`config.mk`:
```
export PLATFORM = sky130hd
export DESIGN_NAME = dma_coh_arb
export DESIGN_NICKNAME = d
export VERILOG_FILES = /design/src/rtl/dma_coh_arb.sv
export SDC_FILE = /design/constraint.sdc
export NUM_CORES = 1
export LEC_CHECK = 0
export CAP_MARGIN = 25
export CORE_AREA = 4 4 113 115
export DETAILED_ROUTE_END_ITERATION = 8
export DIE_AREA = 0 0 117 119
export GPL_ROUTABILITY_DRIVEN = 0
export HOLD_SLACK_MARGIN = 0.08
export PLACE_DENSITY = 0.65
export SKIP_LAST_GASP = 1
export SYNTH_ARGS = -nofsm -noshare
export SYNTH_HDL_FRONTEND = slang
export SYNTH_SLANG_ARGS = --single-unit
```
`constraint.sdc`:
```
create_clock -name clk -period 2.8 [get_ports clk]
set_clock_uncertainty 0.15 [all_clocks]
set_input_delay 0.56 -clock clk [delete_from_list [all_inputs] [get_ports clk]]
set_output_delay 0.56 -clock clk [all_outputs]
set_load 0.02 [all_outputs]
```
`src/rtl/dma_coh_arb.sv`:
```
// Round-robin arbiter sharing one coherence master port between N DMA clients.
// The granted client's bundle is forwarded to the fabric; responses return to that client only.
module dma_coh_arb #(
    parameter int unsigned N   = 2,
    parameter int unsigned GAP = 1
) (
    input  logic            clk,
    input  logic            rst,
    input  logic [N-1:0]    c_lock,
    input  logic [8*N-1:0]  c_rqst,
    input  logic [8*N-1:0]  c_trsc,
    input  logic [64*N-1:0] c_addr,
    output logic [8*N-1:0]  c_resp,
    output logic [8*N-1:0]  c_mesi,
    output logic [N-1:0]    c_gnt,
    output logic            m_coh_lock,
    output logic [7:0]      m_coh_rqst,
    output logic [7:0]      m_coh_trsc,
    output logic [63:0]     m_coh_addr,
    input  logic [7:0]      m_coh_resp,
    input  logic [7:0]      m_coh_mesi
);

    localparam int unsigned GW = (N > 1) ? $clog2(N) : 1;

    typedef enum logic [1:0] {StIdle, StBusy, StDrain, StGap} state_e;

    state_e      state_q, state_d;
    logic [GW-1:0] gnt_q, gnt_d;
    logic [GW-1:0] ptr_q, ptr_d;
    logic [GW-1:0] pick;
    logic          pick_vld;
    logic [N-1:0]  c_gnt_q, c_gnt_d;
    logic          outstanding_q, outstanding_d;
    logic [3:0]    gap_q, gap_d;
    logic          gnt_lock;
    int unsigned   gidx;

    assign gidx     = 32'(gnt_q);
    assign gnt_lock = c_lock[gnt_q];
    assign c_gnt    = c_gnt_q;

    // Round-robin search from ptr upward; higher offsets are overwritten by lower ones.
    always_comb begin
        int unsigned idx;
        pick     = '0;
        pick_vld = 1'b0;
        idx      = 0;
        for (int unsigned k = 0; k < N; k++) begin
            idx = 32'(ptr_q) + N - 1 - k;
            if (idx >= N) idx = idx - N;
            if (c_lock[idx[GW-1:0]]) begin
                pick     = idx[GW-1:0];
                pick_vld = 1'b1;
            end
        end
    end

    always_comb begin
        m_coh_lock = 1'b0;
        m_coh_rqst = '0;
        m_coh_trsc = '0;
        m_coh_addr = '0;
        c_resp     = '0;
        c_mesi     = '0;
        case (state_q)
            StBusy: begin
                m_coh_lock            = gnt_lock;
                m_coh_rqst            = c_rqst[8*gidx +: 8];
                m_coh_trsc            = c_trsc[8*gidx +: 8];
                m_coh_addr            = c_addr[64*gidx +: 64];
                c_resp[8*gidx +: 8]   = m_coh_resp;
                c_mesi[8*gidx +: 8]   = m_coh_mesi;
            end
            StDrain: begin
                m_coh_trsc            = c_trsc[8*gidx +: 8];
                m_coh_addr            = c_addr[64*gidx +: 64];
                c_resp[8*gidx +: 8]   = m_coh_resp;
                c_mesi[8*gidx +: 8]   = m_coh_mesi;
            end
            default: ;
        endcase
    end

    // A response in the same cycle as a new request leaves the flag clear.
    always_comb begin
        outstanding_d = outstanding_q;
        if (m_coh_resp != 8'd0) outstanding_d = 1'b0;
        else if (m_coh_rqst != 8'd0) outstanding_d = 1'b1;
    end

    always_comb begin
        logic release_gnt;
        state_d     = state_q;
        gnt_d       = gnt_q;
        ptr_d       = ptr_q;
        c_gnt_d     = c_gnt_q;
        gap_d       = gap_q;
        release_gnt = 1'b0;
        case (state_q)
            StIdle: begin
                if (pick_vld) begin
                    state_d       = StBusy;
                    gnt_d         = pick;
                    c_gnt_d       = '0;
                    c_gnt_d[pick] = 1'b1;
                end
            end
            StBusy: begin
                if (!gnt_lock) begin
                    if (outstanding_d) begin
                        state_d = StDrain;
                        c_gnt_d = '0;
                        ptr_d   = (gnt_q == GW'(N - 1)) ? '0 : gnt_q + 1'b1;
                    end else begin
                        release_gnt = 1'b1;
                    end
                end
            end
            StDrain: begin
                if (m_coh_resp != 8'd0) release_gnt = 1'b1;
            end
            StGap: begin
                if (gap_q == 4'(GAP - 1)) state_d = StIdle;
                else gap_d = gap_q + 4'd1;
            end
            default: state_d = StIdle;
        endcase
        if (release_gnt) begin
            state_d = (GAP == 0) ? StIdle : StGap;
            gap_d   = '0;
            c_gnt_d = '0;
            ptr_d   = (gnt_q == GW'(N - 1)) ? '0 : gnt_q + 1'b1;
        end
    end

    always_ff @(posedge clk or posedge rst) begin
        if (rst) begin
            state_q       <= StIdle;
            gnt_q         <= '0;
            ptr_q         <= '0;
            c_gnt_q       <= '0;
            outstanding_q <= 1'b0;
            gap_q         <= '0;
        end else begin
            state_q       <= state_d;
            gnt_q         <= gnt_d;
            ptr_q         <= ptr_d;
            c_gnt_q       <= c_gnt_d;
            outstanding_q <= outstanding_d;
            gap_q         <= gap_d;
        end
    end

endmodule

```
==> impl_results.md <==
- Outcome: completed
- Number of synthesized flops with an enable pin: 0
- FMAX: 0.3646 GHz
- DR WL/cell: 20.76 um
- Pwr per Cell Area: 1143 mW/mm^2
- Tcrit/Tclk final: 0.9796
- Drt first pass iters: 4
- Leading register cell type out of synthesis: dfrtp_1
- First-pass GRT wire length: 20750 um
- Maximum VDD drop: 0.4983 mV
- Worst-path clk slew: 40 ps
- DR iter-0 viols: 129
- Total of max-cap violations: 0
- Min-delay worst type: reg2reg
- Most common cell after layout, fill and taps aside: clkdlybuf4s50_1
- Initial antenna violation count: 3
- Routed WL: 15300 um
- Final setup fails: 0
- CP max stage cell: clkdlybuf4s50_1
- Vias: 3298
- H-tree depth: 1
- CTS sink cnt: 11
- Port bufs: 294
- Design Area, Final: 0.005695 mm^2
- Crit path capture type: output port
- Critical path data arrival time: 2030 ps
- Initial Utilization: 0.2069
- Mean Syn Cell Area: 8.091 um^2
- Synth area leader: mux2i_1
- Core area: 0.01181 mm^2
- Met2 Use GR: 0.3147
- Flop2flop setup slack: 400 ps
- Layout Cells excl Fill: 737
- Critical Path Start: state_q[1]
- # rows: 40
- Grt peak-use layer: met2
- Detailed Place HPWL: 13040 um
- Post-place instance area: 0.005632 mm^2
- Ys Warns: 0
- Reg-to-reg endpoint: state_q[1]
- DRT antenna net count: 0
- Grt ovf: 0
- LEAKAGE: 2.907 nW
- Tightest Pin Transition: 432.8 ps
- Clock latency on the worst-skew pair: 250 ps
- CP Max Fanout: 33
- Setup TNS: 0 ps
- Worst setup SP type: register
- CTS buffer count: 3
- Final Slew Violations: 0
- Buf/Inv on CP: 3
- Met3 Use GR: 0.1032
- Unrepaired setup endpoints after global routing: yes
- Die Ht: 119 um
- Filler cell count in the final layout: 1161
- Die width: 117 um
- Gate count of the mapped netlist: 302
- Worst hold stages: 2
- GRT Overall Usage: 0.1979
- Layout cells sized above 1: 0.07131
- # DRC: 0
- Dpl cells: 731
- Setup bufs post-CTS: 0
- Top cell type's share of synthesized area: 0.3359
- Root Buffer: clkbuf_16
- Number of synthesized register bits: 11
- Worst rel slew slack: 0.7112
- Hold buffers post-CTS: 0
- Syn nets: 488
- Critical path cell sequence: inv_1 -> ha_4 -> buf_12 -> and3_1 -> clkdlybuf4s50_1
- Most frequent cells in the layout: 191 x clkdlybuf4s50_1, 82 x mux2i_1, 81 x nor2b_1
- Vias in the first global route: 3302
- Pin count of the biggest net entering global routing: 66
- Final Hold Viols: 0
- Full die area: 0.01392 mm^2
- Worst r2r path cells: 8
- Tmin final: 2743 ps
- Crit path max-delay family: buffers and inverters
- Area growth from synthesis to layout: 133.1%
- Drt via density: 4.475
- Met1 usage: 0.2348
- Synth top area cells: mux2i_1 34%, nor2b_1 21%, dfrtp_1 11%, and2_1 4.1%, and3_1 4.1%
- Async S/R FF share, synth: 1.000
- Worst r2r src: state_q[1]
- Clock buffer depth: 2
- Hold path startpoint: ptr_q
- CP max stage delay: 600 ps
- Register area share after synthesis: 0.1126
- Nets: 776
- Post-synth cell types: 42
- Critical Path RT: 2090 ps
- Hold path endpoint: ptr_q
- Mapped Area: 0.002444 mm^2
- WS Path Type: reg2out
- CTS tree: done
- Boundary Pins: 295
[cell families (layout without fill, tap and decap cells)]
group           count (synthesis)  after routing  share of synthesized area
flops                          11             11                     0.1126
mux                            83             83                     0.3420
simple gates                  143            143                     0.3564
other cells                     0              1                          0
fa+ha+maj                       6              6                    0.03072
buf+inv                        35            322                    0.06144
xor+xnor                        3              3                    0.01075
compound gates                 21             21                    0.08602
[what timing repair did]
item                       in CTS  in global routing
setup endpoints to repair      97                 26
gates cloned                    0                  1
gates resized for setup        82                 19
[cell usage after synthesis (all sizes together) (5+ instances only)]
library cell and n:
mux2i 82, nor4 5, clkbuf 15, dfrtp 11, nor2b 82, buf 10, inv 10, nor2 9
ha 6, nand2 8, and2 17, and3 16
[worst max-delay path by stage]
| stage | slack (ps) | endpoint | cells past startpoint |
|---|---|---|---|
| after detailed placement | 40 | m_coh_lock | 4 |
| final | 60 | c_resp[14] | 5 |
| after global routing | -60 | c_resp[14] | 5 |
| after global placement | 60 | m_coh_lock | 4 |
| after CTS | -70 | c_resp[11] | 5 |
| after floorplan | 290 | m_coh_addr[50] | 6 |
[layout make-up]
class	count	area, um^2	area share
Antenna cell	1	2.502	0.0004394
Clock buffer	4	78.83	0.01384
Inverter	10	37.54	0.006591
Multi-Input combinational cell	256	2033	0.3570
Sequential cell	11	279.0	0.04899
Tap cell	147	183.9	0.03229
Timing Repair Buffer	308	3080	0.5409
[metal layers]
metal	share of wire	vias up
met5	0.0029	-
met4	0.021	6
met3	0.13	23
met2	0.46	170
met1	0.38	1488
li1	-	1611
[per-stage QoR]
step	setup WS, ps	hold slack [ps]	power [mW]	util
2_1_floorplan	290.0	262.4	3.711	-
3_3_place_gp	55.87	368.9	6.624	0.4768
3_5_place_dp	43.74	367.9	6.635	0.4768
4_1_cts	-74.90	388.0	6.446	0.4752
5_1_grt	-59.52	398.4	6.932	0.4820
6_report	57.13	384.1	6.512	0.4822
[report_power, final]
part,switching (mW),internal [mW]
Sequential,0.0758,0.213
Clock,0.0748,0.191
Combinational,3.22,2.73
[flip-flops by register name, summed over array words and instances, names as in the netlist]
name	flops
c_gnt	2
gap_q	4
gnt_q	1
outstanding_q	1
ptr_q	1
state_q	2
[worst min-delay path: stages, from the launching register on]
cell     delay (ps)
dfrtp_1         310
inv_1            50
mux2i_1         120
No activity file was read; power rests on OpenSTA's default activity.
